**src/rtl/spi_pkg.sv**
```systemverilog
`default_nettype none
// ============================================================================
// Module      : spi_pkg
// Description : Shared definitions for the SPI transmitter and receiver:
//               state encodings for both ends and default frame geometry.
// Revision    : 1.0 - initial release
// ============================================================================
package spi_pkg;

    // Default word length (bits) and sclk half-period (clk_in cycles)
    localparam int c_spi_count_default = 8;
    localparam int c_clk_div_default   = 4;

    // Transmitter state encoding; values 5..7 are unused and recover to IDLE
    typedef enum logic [2:0] {
        TX_IDLE  = 3'd0,
        TX_SETUP = 3'd1,
        TX_SHIFT = 3'd2,
        TX_HOLD  = 3'd3,
        TX_DONE  = 3'd4
    } tx_state_t;

    // Receiver state encoding, kept here so both ends share one definition
    typedef enum logic [1:0] {
        RX_IDLE  = 2'd0,
        RX_SHIFT = 2'd1,
        RX_DONE  = 2'd2,
        RX_ERROR = 2'd3
    } rx_state_t;

endpackage : spi_pkg
`default_nettype wire

```
**src/rtl/spi_sclk_gen.sv**
```systemverilog
`default_nettype none
// ============================================================================
// Module      : spi_sclk_gen
// Description : sclk divider. Runs only while the transmitter is in SHIFT and
//               is cleared whenever it is not, so every SHIFT entry starts a
//               fresh bit period. Provides the registered sclk level plus
//               half-period and bit-period ticks.
// Revision    : 1.0 - initial release
// ============================================================================
module spi_sclk_gen
    import spi_pkg::*;
#(
    parameter int CLK_DIV = c_clk_div_default
) (
    input  logic clk_in,
    input  logic reset,
    input  logic i_enable,    // transmitter is in SHIFT this cycle
    input  logic i_run_next,  // transmitter will be in SHIFT next cycle
    output logic o_sclk,
    output logic o_half_tick,
    output logic o_bit_tick
);

    localparam int              DW         = $clog2(CLK_DIV) + 1;
    localparam logic [DW-1:0]   c_div_last = DW'(CLK_DIV - 1);

    logic [DW-1:0] r_div_cnt;
    logic [DW-1:0] w_div_cnt_d;
    logic          r_phase;      // 0: sclk-high half, 1: sclk-low half
    logic          w_phase_d;
    logic          r_sclk;

    // Divider next-state: wrap at CLK_DIV-1 and flip the half-period phase
    always_comb begin
        o_half_tick = i_enable && (r_div_cnt == c_div_last);
        o_bit_tick  = o_half_tick && r_phase;
        w_div_cnt_d = '0;
        w_phase_d   = 1'b0;
        if (i_enable) begin
            if (o_half_tick) begin
                w_div_cnt_d = '0;
                w_phase_d   = ~r_phase;
            end else begin
                w_div_cnt_d = r_div_cnt + DW'(1);
                w_phase_d   = r_phase;
            end
        end
    end

    // Divider registers; sclk is registered from the phase it will have next
    always_ff @(posedge clk_in or posedge reset) begin
        if (reset) begin
            r_div_cnt <= '0;
            r_phase   <= 1'b0;
            r_sclk    <= 1'b0;
        end else begin
            r_div_cnt <= w_div_cnt_d;
            r_phase   <= w_phase_d;
            r_sclk    <= i_run_next && !w_phase_d;
        end
    end

    assign o_sclk = r_sclk;

endmodule : spi_sclk_gen
`default_nettype wire

```
**src/rtl/spi_piso_tx.sv**
```systemverilog
`default_nettype none
// ============================================================================
// Module      : spi_piso_tx
// Description : SPI transmitter. Captures a parallel word on start and shifts
//               it out MSB-first with self-generated sclk and active-low
//               latch. All outputs are registered.
// Revision    : 1.0 - initial release
// ============================================================================
module spi_piso_tx
    import spi_pkg::*;
#(
    parameter int SPI_COUNT = c_spi_count_default,
    parameter int CLK_DIV   = c_clk_div_default
) (
    input  logic                 clk_in,
    input  logic                 reset,
    input  logic                 start,
    input  logic [SPI_COUNT-1:0] pi,
    input  logic                 abort,
    output logic                 sclk,
    output logic                 latch,
    output logic                 so,
    output logic                 busy,
    output logic                 trans_done,
    output logic                 aborted
);

    localparam int            DW          = $clog2(CLK_DIV) + 1;
    localparam int            BW          = $clog2(SPI_COUNT) + 1;
    localparam logic [DW-1:0] c_div_last  = DW'(CLK_DIV - 1);
    localparam logic [BW-1:0] c_bit_last  = BW'(SPI_COUNT - 1);

    tx_state_t            r_state;
    tx_state_t            w_state_d;
    logic [DW-1:0]        r_wait_cnt;   // SETUP / HOLD duration counter
    logic [DW-1:0]        w_wait_d;
    logic [BW-1:0]        r_bit_cnt;
    logic [BW-1:0]        w_bit_d;
    logic [SPI_COUNT-1:0] r_shreg;
    logic [SPI_COUNT-1:0] w_shreg_d;
    logic                 w_abort_hit;
    logic                 w_frame_d;
    logic                 w_in_shift;
    logic                 w_shift_next;
    logic                 w_half_tick;
    logic                 w_bit_tick;
    logic                 w_bit_evt;

    assign w_in_shift   = (r_state == TX_SHIFT);
    assign w_shift_next = (w_state_d == TX_SHIFT);
    // bit_tick is only meaningful on a divider wrap, so qualify it with one
    assign w_bit_evt    = w_half_tick && w_bit_tick;

    spi_sclk_gen #(
        .CLK_DIV     (CLK_DIV)
    ) u_sclk_gen (
        .clk_in      (clk_in),
        .reset       (reset),
        .i_enable    (w_in_shift),
        .i_run_next  (w_shift_next),
        .o_sclk      (sclk),
        .o_half_tick (w_half_tick),
        .o_bit_tick  (w_bit_tick)
    );

    // Frame sequencing: next state, counters and shift register
    always_comb begin
        w_state_d   = r_state;
        w_wait_d    = r_wait_cnt;
        w_bit_d     = r_bit_cnt;
        w_shreg_d   = r_shreg;
        w_abort_hit = 1'b0;
        case (r_state)
            TX_IDLE: begin
                w_wait_d = '0;
                w_bit_d  = '0;
                if (start) begin
                    w_state_d = TX_SETUP;
                    w_shreg_d = pi;
                end
            end
            TX_SETUP: begin
                if (abort) begin
                    w_state_d   = TX_IDLE;
                    w_abort_hit = 1'b1;
                    w_wait_d    = '0;
                end else if (r_wait_cnt == c_div_last) begin
                    w_state_d = TX_SHIFT;
                    w_wait_d  = '0;
                end else begin
                    w_wait_d = r_wait_cnt + DW'(1);
                end
            end
            TX_SHIFT: begin
                if (abort) begin
                    w_state_d   = TX_IDLE;
                    w_abort_hit = 1'b1;
                    w_bit_d     = '0;
                end else if (w_bit_evt) begin
                    if (r_bit_cnt == c_bit_last) begin
                        // Last bit: keep the register so so holds it in HOLD
                        w_state_d = TX_HOLD;
                        w_bit_d   = '0;
                    end else begin
                        w_bit_d   = r_bit_cnt + BW'(1);
                        w_shreg_d = {r_shreg[SPI_COUNT-2:0], 1'b0};
                    end
                end
            end
            TX_HOLD: begin
                if (abort) begin
                    w_state_d   = TX_IDLE;
                    w_abort_hit = 1'b1;
                    w_wait_d    = '0;
                end else if (r_wait_cnt == c_div_last) begin
                    w_state_d = TX_DONE;
                    w_wait_d  = '0;
                end else begin
                    w_wait_d = r_wait_cnt + DW'(1);
                end
            end
            TX_DONE: begin
                w_state_d = TX_IDLE;
            end
            default: begin
                w_state_d = TX_IDLE;
                w_wait_d  = '0;
                w_bit_d   = '0;
            end
        endcase
        w_frame_d = (w_state_d == TX_SETUP) || (w_state_d == TX_SHIFT) ||
                    (w_state_d == TX_HOLD);
    end

    // State, counters and registered outputs derived from the next state
    always_ff @(posedge clk_in or posedge reset) begin
        if (reset) begin
            r_state    <= TX_IDLE;
            r_wait_cnt <= '0;
            r_bit_cnt  <= '0;
            r_shreg    <= '0;
            latch      <= 1'b1;
            so         <= 1'b0;
            busy       <= 1'b0;
            trans_done <= 1'b0;
            aborted    <= 1'b0;
        end else begin
            r_state    <= w_state_d;
            r_wait_cnt <= w_wait_d;
            r_bit_cnt  <= w_bit_d;
            r_shreg    <= w_shreg_d;
            latch      <= !w_frame_d;
            so         <= w_frame_d && w_shreg_d[SPI_COUNT-1];
            busy       <= (w_state_d != TX_IDLE);
            trans_done <= (w_state_d == TX_DONE);
            aborted    <= w_abort_hit;
        end
    end

endmodule : spi_piso_tx
`default_nettype wire

```
**config.mk**
```make
export PLATFORM = sky130hd
export DESIGN_NAME = spi_piso_tx
export DESIGN_NICKNAME = d
export VERILOG_FILES = /design/src/rtl/spi_pkg.sv /design/src/rtl/spi_sclk_gen.sv /design/src/rtl/spi_piso_tx.sv
export SDC_FILE = /design/constraint.sdc
export NUM_CORES = 1
export LEC_CHECK = 0
export ABC_AREA = 1
export CAP_MARGIN = 20
export CORE_UTILIZATION = 53
export DETAILED_ROUTE_END_ITERATION = 10
export PLACE_DENSITY = 0.85
export SYNTH_ARGS = -nofsm -noshare
export SYNTH_HDL_FRONTEND = slang
export SYNTH_SLANG_ARGS = --single-unit
```
**constraint.sdc**
```tcl
create_clock -name clk_in -period 2.2 [get_ports clk_in]
set_clock_uncertainty 0.15 [all_clocks]
set_input_delay 0.66 -clock clk_in [delete_from_list [all_inputs] [get_ports clk_in]]
set_output_delay 0.66 -clock clk_in [all_outputs]
set_load 0.05 [all_outputs]
```
# == Word-level counts from Yosys, hierarchy flattened ==
# Index checks and enable logic that the tools add are counted.
# totals
reg_bits,28
output_inout_bits,6
wordCells,79
# classes
addsub,3
n_eq_ne,16
n_mux,27
n_bitwise,2
reduce_logical,18
# ops
cell,count
two-way mux 3 bit,12
two-way mux 8 bit,4
"== test 3 x 2 -> 1 bit, second input constant",6
case mux 8 bit (2 select lines),1
two-way mux 4 bit,3
case mux 3 bit (4 select lines),1
"!= test 2 bit, second input constant",4
case mux 4 bit (2 select lines),1
"adder 3 x 1 -> 3 bit, second input constant",2
"== test 3 x 1 -> 1 bit, second input constant",2
"== test 3 bit, second input constant",2
case mux 3 bit (2 select lines),1
OR reduction 3 bit,2
logical AND 1 bit,5
AND reduction 5 bit,1
"adder 4 x 1 -> 4 bit, second input constant",1
"== test 4 x 3 -> 1 bit, second input constant",1
two-way mux 1 bit,4
OR reduction 2 bit,2
logical NOT 3 bit,1
"!= test 3 bit, second input constant",1
nonzero test 3 bit,1
logical NOT 1 bit,2
logical OR 1 bit,2
3 further kinds,4

# == Depth between registers and ports, before layout ==
# Gate-level depths: netlist of run 1.
# logic_depth
word_depth,11
mapped_depth,10
ltp_nobuf,10

# == Modules after synthesis ==
# Synthesis of run 1 repeated with hierarchy kept, for this count alone.
# hier_totals
hier_cells,175
area_unflattened_um2,1403.8
# modules_own_cells
module,instances,cells_each,area_per_inst_um2
spi_piso_tx,1,149,1182.4
spi_sclk_gen,1,26,221.5

# == Worst setup path after synthesis of run 1 ==
# Ideal clock, no wire load.
# synth_timing
kind,flip-flop to flip-flop
from,register r_state[2]
to,register r_shreg[1]
setup_time_ps,124
arrival_ps,1602
t_required_ps,1926
setup_slack_ps,324
path_stages_with_launch,10
n_path_buf,0
cell_sequence,dfrtp_1 -> nor2_4 -> nand2_4 -> nor3_1 -> ha_1 -> nand3_1 -> o21ai_1 -> inv_1 -> nand2_1 -> nand3_1
# synth_via
elab_chain_len,6
elab_cells_between_ends,12
cone_classes,5 x eq/ne; 1 x mux; 6 x reduce/logical
# synth_rtl
item,line,rtl
from (decl),spi_piso_tx.sv:33,tx_state_t r_state;
from (signal assigned),spi_piso_tx.sv:148,r_state <= w_state_d;
== test 3 x 2 -> 1 bit,"spi_piso_tx.sv:49, spi_piso_tx.sv:73",
logical AND 1 bit,spi_sclk_gen.sv:35,o_half_tick = i_enable && (r_div_cnt == c_div_last);
logical AND 1 bit,spi_sclk_gen.sv:36,o_bit_tick = o_half_tick && r_phase;
logical AND 1 bit,spi_piso_tx.sv:52,assign w_bit_evt = w_half_tick && w_bit_tick;
!= test 2 bit (no line),n/a,
AND reduction 5 bit (no line),n/a,
to (signal assigned),spi_piso_tx.sv:151,r_shreg <= w_shreg_d;
to (decl),spi_piso_tx.sv:39,logic [SPI_COUNT-1:0] r_shreg;
# Several ways; a longest one is shown, not always the timed one.
# A chain may end at the register's enable or synchronous reset.

# == Worst setup path after layout of run 1 ==
# layout_timing
from,register r_state[2]
to,register r_shreg[3]
# The elaborated chain is that of the path after synthesis.

==> results of run 1 <==
==> synth_stat cells <==
library cell  instances
xor2_1                1
inv_2                 4
nand3_2               4
nand4_1               2
nor2_4                2
inv_1                18
or2_2                 1
o21ai_0               3
nand3_1              11
nor3_1                1
mux2i_1               1
nor2_1               11
o21ai_2               1
nor2_2                1
o22ai_1               1
nand2_1              35
o21bai_1              1
a32o_1                1
nand2_2               2
a21oi_1               4
dfstp_2               1
nand3b_1              1
nand2_4               1
dfrtp_1              27
ha_1                  4
a21oi_2               1
o21ai_1               1
==> worst paths after layout <==
check	startpoint	endpoint	slack [ps]	depth (start not counted)
worst max-delay path	r_state[2]$_DFF_PP0_	r_shreg[3]$_DFFE_PP0P_	190	9
worst min-delay path	u_sclk_gen.r_div_cnt[0]$_DFF_PP0_	u_sclk_gen.r_div_cnt[0]$_DFF_PP0_	300	1
worst max register to register	r_state[2]$_DFF_PP0_	r_shreg[3]$_DFFE_PP0P_	190	9
worst min register to register	u_sclk_gen.r_div_cnt[0]$_DFF_PP0_	u_sclk_gen.r_div_cnt[0]$_DFF_PP0_	300	1
max in group asynchronous	reset	latch$_DFF_PP1_	1070	3
min in group asynchronous	reset	so$_DFF_PP0_	530	3
==> cells by family (layout without fill, tap and decap cells) <==
family / Yosys count / count (layout)
flip-flops: 28 / 28
buffers and inverters: 22 / 45
adder cells (fa/ha/maj): 4 / 4
XOR/XNOR: 1 / 1
AO/OA/AOI/OAI: 13 / 13
multiplexers: 1 / 1
AND/OR/NAND/NOR: 72 / 72
==> layout by cell type, fill, tap and decap left out, types with 4 or more instances in the layout <==
cell and count:
nand2_1 35, dfrtp_1 25, inv_1 18, nand3_1 11, nor2_1 11, clkdlybuf4s50_1 11
buf_4 7, inv_2 4, nand3_2 4, a21oi_1 4
==> metal layers <==
layer,global-route usage,wire [um],share of wire
met4,0.0541,8,0.0036
met2,0.384,1170,0.52
met1,0.242,1030,0.46
met5,0,0,0
met3,0.0268,48,0.021
==> flip-flops by register name (all words and copies together) (netlist names) <==
register / count
busy: 1
r_bit_cnt: 4
u_sclk_gen.r_div_cnt: 3
trans_done: 1
u_sclk_gen.r_phase: 1
u_sclk_gen.o_sclk: 1
so: 1
aborted: 1
r_wait_cnt: 3
r_state: 3
latch: 1
r_shreg: 8
==> report_power, final <==
group	switching, mW	internal [mW]
combinational	0.103	0.0666
sequential	0.0236	0.555
clock	0.142	0.101
total	0.269	0.723
==> critical path, delay by kind of cell (launching register included) <==
| family | cells | cell delay, ps |
|---|---|---|
| flops | 1 | 470 |
| fa+ha+maj | 1 | 250 |
| simple gates | 6 | 720 |
| compound gates | 1 | 190 |
| buf+inv | 1 | 130 |
==> cell type report <==
class | instances | area, um^2
Multi-Input combinational cell | 91 | 513
Fill cell | 197 | 701
Clock buffer | 4 | 36.3
Tap cell | 28 | 35.0
Sequential cell | 28 | 704
Timing Repair Buffer | 19 | 183
Inverter | 22 | 82.6
==> stage by stage <==
step                      setup TNS, ps  setup WS (ps)  cells  hold slack (ps)
final                                 0            186    192              295
after global routing                  0           5.37    192              322
after CTS                             0           97.0    192              300
after detailed placement          -98.8          -32.8    188              281
after global placement                0           87.8    188              266
after floorplan                       0            324    141              257
==> timing repair <==
action | 4_1_cts | 5_1_grt
gates resized for setup | 2 | 3
endpoints found under the hold margin | 0 | 0
setup endpoints to repair | 2 | 7
==> metrics.log, run 1 <==
[metrics] fraction of layout cells with a size suffix above 1: 0.213
[metrics] CTS H-tree depth: 1
[metrics] library cell used as clock root buffer: clkbuf_4
[metrics] ANT nets after route: 0
[metrics] count of endpoints failing hold in the final timing report: 0
[metrics] area of the core region: ~2300 um^2
[metrics] arrival time of data at the critical path endpoint: 2080 ps
[metrics] number of register bits inferred by synthesis: 28
[metrics] cell with the largest stage delay on the worst path: dfrtp_2
[metrics] Yosys warning total: 0
[metrics] n_diodes: 0
[metrics] buffers added on ports: 17
[metrics] proportion of synthesized chip area in sequential cells: 0.546
[metrics] most numerous cell on the critical path: nand3_1
[metrics] Total Die Area: around 2600 um^2
[metrics] type of the tightest min-delay check: flip-flop to flip-flop
[metrics] critical path fanouts, max: 7
[metrics] largest net degree at the start of global routing: 29
[metrics] crit-path cells: nor2_4 -> nand2_4 -> nor3_2 -> ha_2 -> nand3_1 -> o21ai_2 -> inv_1 -> nand2_1 -> nand3_1
[metrics] DR vias: 990
[metrics] Mapped Area: 1290 um^2
[metrics] post-layout util: 0.689
[metrics] power per cell area: 638 nW/um^2
[metrics] Critical Path Sink Type: flip-flop
[metrics] net count after synthesis: approximately 160
[metrics] hold bufs inserted after CTS: 0
[metrics] Total Routed Length: about 2300 um
[metrics] Max Clock Freq: 0.496 GHz
[metrics] CTS Buf Count: 3
[metrics] Critical Path Start Type: flip-flop
[metrics] RD Place Congestion: around 0.9
[metrics] total of endpoints with negative setup slack in the final report: 0
[metrics] fraction of the mapped netlist area in compound gates: 0.0632
[metrics] number of sinks handled by clock tree synthesis: 28
[metrics] largest family of logic cells by synthesized area: simple AND/OR/NAND/NOR gates
[metrics] relative slew slack: 0.767
[metrics] post-route design area: 1550 um^2
[metrics] first-pass iteration count of the detailed router: 4
[metrics] Synth Instances: 141
[metrics] Core Rows: 17
[metrics] min cycle time layout: 2010 ps
[metrics] clock latency on the worst-skew pair: 310 ps
[metrics] grt ovf: 0
[metrics] Area Growth Syn to Fin: 20.8%
[metrics] share of the synthesized area in the top cell type: 0.525
[metrics] Detailed Route Iter0 Violations: 15
[metrics] share of the synthesized netlist area taken by xor and xnor gates: 0.00681
[metrics] number of ports placed on the die boundary: 18
[metrics] average routed wire per standard cell: 11.7 um
[metrics] setup bufs post-CTS: 0
[metrics] required time worst endpoint: between 2000 and 2500 ps
[metrics] number of antenna violations at the first check in global routing: 0
[metrics] mux share of post-synthesis cell area: 0.00778
[metrics] post-route DRC violation count: 0
[metrics] leak pwr: 0.783 nW
[metrics] global-route wire length before repair: 4020 um
[metrics] Clock transition at path regs: roughly 140 ps
[metrics] Initial Utilization: 0.570
[metrics] syn avg cell area: 9.12 um^2
[metrics] Worst path max stage delay: 470 ps
[metrics] number of buffers between clock root and the deepest sink: 2
[metrics] via count of the first global-routing pass: between 900 and 1000
[metrics] All-Layer GR Usage: 0.204
[metrics] vertical extent of the die: ~50 um
[metrics] status: finished, final reports clean
[metrics] number of pins exceeding their max-slew limit in the final report: 0
[metrics] total cell area at the placement stage: 1500 um^2
[metrics] actual slew at the worst max-slew pin: roughly 350 ps
[metrics] worst IR drop on VDD: roughly 410 uV
[metrics] class of the most critical setup path: flip-flop to flip-flop
[metrics] cells taking the most area after synthesis: dfrtp_1 (53%), nand2_1 (10%), inv_1 (5.3%)
[metrics] final HPWL from detailed placement: roughly 1800 um
[metrics] area leader, netlist: dfrtp_1
[metrics] number of vias per cell after detailed routing: 5.16
[metrics] unrepaired setup endpoints after global routing: no
[metrics] Max-cap violations: 0
[metrics] Pwr Total: 0.992 mW
[metrics] Synth Area in Simple Gates: 0.273
[metrics] adder-cell area share of the yosys netlist: 0.0389
[metrics] die boundary width: 51.3 um
[metrics] number of nets in the layout: 181
[metrics] period utilization: 0.916
[metrics] TritonCTS clock tree: done
[metrics] number of different library cells in the post-synthesis netlist: 27
No activity file was read; power rests on OpenSTA's default activity.
==> run 2, diff against run 1 <==
--- a/config.mk
+++ b/config.mk
@@ -8,7 +8,9 @@
 export ABC_AREA = 1
 export CAP_MARGIN = 20
 export CORE_UTILIZATION = 53
+export CTS_CLUSTER_SIZE = 12
 export DETAILED_ROUTE_END_ITERATION = 10
+export GPL_ROUTABILITY_DRIVEN = 0
 export PLACE_DENSITY = 0.85
 export SYNTH_ARGS = -nofsm -noshare
 export SYNTH_HDL_FRONTEND = slang
==> results of run 2 <==
Same layout as run 1: the final DEF is identical, and so are final timing and power.
==> run 3, diff against run 2 <==
--- a/config.mk
+++ b/config.mk
@@ -7,11 +7,11 @@
 export LEC_CHECK = 0
 export ABC_AREA = 1
 export CAP_MARGIN = 20
-export CORE_UTILIZATION = 53
+export CORE_UTILIZATION = 34
 export CTS_CLUSTER_SIZE = 12
 export DETAILED_ROUTE_END_ITERATION = 10
 export GPL_ROUTABILITY_DRIVEN = 0
-export PLACE_DENSITY = 0.85
+export PLACE_DENSITY = 0.61
 export SYNTH_ARGS = -nofsm -noshare
 export SYNTH_HDL_FRONTEND = slang
 export SYNTH_SLANG_ARGS = --single-unit
==> run 3 against run 2 <==
Against the previous run: core utilization fell by 23 points; global-route usage down 7.3 points; die area rose by 53%; setup slack better by 48 ps; via count down 2.1%; critical path depth is the same; wire length rose by 1.4%; hold slack got worse by 12 ps; first-iteration DRC count up 110%; count of clock-buffer cells in the layout unchanged; sequential power hardly changed; critical path type unchanged; largest cell class unchanged; largest power group unchanged.
==> metrics.log, run 3 (synthesis results as in run 1) <==
[metrics] status: finished, final reports clean
[metrics] most frequent standard cell in the layout excluding fill and tap cells: nand2_1
[metrics] CTS H-tree depth: 1 (unchanged)
[metrics] length in cells of the worst reg-to-reg path: 9 (unchanged)
[metrics] final-layout setup total negative slack: 0 ps (unchanged)
[metrics] worst IR drop on VDD: 293 uV (-28%)
[metrics] total of endpoints with negative setup slack in the final report: 0 (unchanged)
[metrics] library cell used as clock root buffer: clkbuf_8
[metrics] die boundary width: 63.5 um (+24%)
[metrics] via count of the first global-routing pass: 1032 (+3.5%)
[metrics] Largest regs: r_shreg: 8 flops, r_bit_cnt: 4 flops
[metrics] Clock transition at path regs: 100 ps (-40 ps)
[metrics] largest net degree at the start of global routing: 29 (unchanged)
[metrics] Min-Delay Path Depth: 1 (unchanged)
[metrics] arrival time of data at the critical path endpoint: 1980 ps (-100 ps)
[metrics] Max Clock Freq: 0.509 GHz (+2.4%)
[metrics] final critical-path setup slack: 234 ps (+48.0 ps)
[metrics] crit-path cells: nor2_4 -> nand2_4 -> nor3_2 -> ha_2 -> nand3_1 -> o21ai_2 -> inv_1 -> nand2_1 -> nand3_1
[metrics] critical path fanouts, max: 7 (unchanged)
[metrics] grt ovf: 0 (unchanged)
[metrics] average routed wire per standard cell: 10.8 um (-8.2%)
[metrics] number of nets in the layout: 183 (+1.1%)
[metrics] actual slew at the worst max-slew pin: 350 ps (+0.830 ps)
[metrics] post-placement worst setup slack: 2.56 ps (+35.3 ps)
[metrics] number of vias per cell after detailed routing: 4.57 (-11%)
[metrics] number of buffers between clock root and the deepest sink: 2 (unchanged)
[metrics] most numerous cell on the critical path: nand3_1
[metrics] Pwr Total: 1.06 mW (+7.2%)
[metrics] global-route wire length before repair: 4110 um (+2.4%)
[metrics] Initial Utilization: 0.371 (-0.200)
[metrics] number of antenna violations at the first check in global routing: 0 (unchanged)
[metrics] min cycle time layout: 1970 ps (-48.0 ps)
[metrics] buffers added on ports: 17 (unchanged)
[metrics] All-Layer GR Usage: 0.131 (-0.0735)
[metrics] Critical Path Sink Type: flip-flop
[metrics] worst hold-check slack: 283 ps (-12.0 ps)
[metrics] area of the core region: 3470 um^2 (+54%)
[metrics] type of the tightest min-delay check: flip-flop to flip-flop
[metrics] relative slew slack: 0.766 (about the same)
[metrics] register containing the most flip-flops in the final layout: r_shreg
[metrics] Detailed Route Iter0 Violations: 31 (+16)
[metrics] Total Routed Length: 2280 um (+1.4%)
[metrics] number of pins exceeding their max-slew limit in the final report: 0 (unchanged)
[metrics] Area Growth Syn to Fin: 25.0%
[metrics] number of sinks handled by clock tree synthesis: 28 (unchanged)
[metrics] Critical Path Start Type: flip-flop
[metrics] vertical extent of the die: 63.5 um (+24%)
[metrics] Max-cap violations: 0 (unchanged)
[metrics] Worst path max stage delay: 450 ps (-20 ps)
[metrics] count of endpoints failing hold in the final timing report: 0 (unchanged)
[metrics] ANT nets after route: 0 (unchanged)
[metrics] leak pwr: 0.805 nW (+2.7%)
[metrics] Total Die Area: 4030 um^2 (+53%)
[metrics] number of inserted filler cells in the final layout: 357 (+81%)
[metrics] period utilization: 0.894 (-0.0218)
[metrics] required time worst endpoint: 2210 ps (-50 ps)
[metrics] DR vias: 969 (-2.1%)
[metrics] fraction of layout cells with a size suffix above 1: 0.211 (-0.00257)
[metrics] TritonCTS clock tree: done
[metrics] Core Rows: 21 (+4)
[metrics] unrepaired setup endpoints after global routing: no
[metrics] n_diodes: 0 (unchanged)
[metrics] power per cell area: 661 nW/um^2 (+3.6%)
[metrics] first-pass iteration count of the detailed router: 4 (unchanged)
[metrics] clock latency on the worst-skew pair: 270 ps (-40 ps)
[metrics] cell with the largest stage delay on the worst path: dfrtp_1
[metrics] post-route DRC violation count: 0 (unchanged)
[metrics] final HPWL from detailed placement: 1710 um (-3.2%)
[metrics] commonest cells after routing, fill and taps aside: nand2_1 (35), dfrtp_1 (27), inv_1 (18)
[metrics] number of ports placed on the die boundary: 18 (unchanged)
[metrics] hold bufs inserted after CTS: 0 (unchanged)
[metrics] max FFs per register: 8 (unchanged)
[metrics] CTS Buf Count: 3 (unchanged)
[metrics] class of the most critical setup path: flip-flop to flip-flop
## run 3: per-layer routing
| metal | share of wire | track usage | up-vias |
|---|---|---|---|
| met5 | 0 | 0 | - |
| met4 | 0.0061 | 0.0653 | 0 |
| met3 | 0.035 | 0.0308 | 2 |
| met2 | 0.50 | 0.225 | 14 |
| met1 | 0.45 | 0.150 | 458 |
| li1 | - | - | 495 |
## run 3: through the flow
| stage | cell area (um^2) | instances | util |
|---|---|---|---|
| after CTS | 1580 | 210 | 0.456 |
| after global routing | 1610 | 212 | 0.464 |
| after global placement | 1530 | 206 | 0.440 |
| after floorplan | 1290 | 141 | - |
| after detailed placement | 1530 | 206 | 0.440 |
| final | 1610 | 212 | 0.464 |
## run 3: final cells by class
| class | count | area, um^2 | share of cell area |
|---|---|---|---|
| Clock buffer | 4 | 55.1 | 0.0342 |
| Inverter | 22 | 82.6 | 0.0514 |
| Multi-Input combinational cell | 91 | 513 | 0.319 |
| Sequential cell | 28 | 702 | 0.437 |
| Tap cell | 46 | 57.6 | 0.0358 |
| Timing Repair Buffer | 21 | 198 | 0.123 |
## run 3: where the power goes
group | switching, mW | leakage [nW] | internal [mW]
logic | 0.101 | 0.407 | 0.0665
clock network | 0.159 | 0.0288 | 0.160
registers | 0.0221 | 0.369 | 0.555
## run 3: worst max-delay path, delay by kind of cell, from the launching register on
kind / cells / cell delay (ps)
simple gates: 6 / 700
flops: 1 / 450
fa+ha+maj: 1 / 240
compound gates: 1 / 180
buf+inv: 1 / 130
## run 3: what timing repair did
item,4_1_cts,5_1_grt
buffers inserted,0,2
setup endpoints to repair,0,11
resized for setup,0,3
## run 3: path summary, 6_finish.rpt
check	to	start	slack, ps
max in group asynchronous	latch$_DFF_PP1_	reset	1010
worst min-delay path	u_sclk_gen.r_div_cnt[0]$_DFF_PP0_	u_sclk_gen.r_div_cnt[0]$_DFF_PP0_	280
worst min register to register	u_sclk_gen.r_div_cnt[0]$_DFF_PP0_	u_sclk_gen.r_div_cnt[0]$_DFF_PP0_	280
min in group asynchronous	r_shreg[4]$_DFFE_PP0P_	reset	580
worst max register to register	r_shreg[6]$_DFFE_PP0P_	r_state[2]$_DFF_PP0_	230
worst max-delay path	r_shreg[6]$_DFFE_PP0P_	r_state[2]$_DFF_PP0_	230
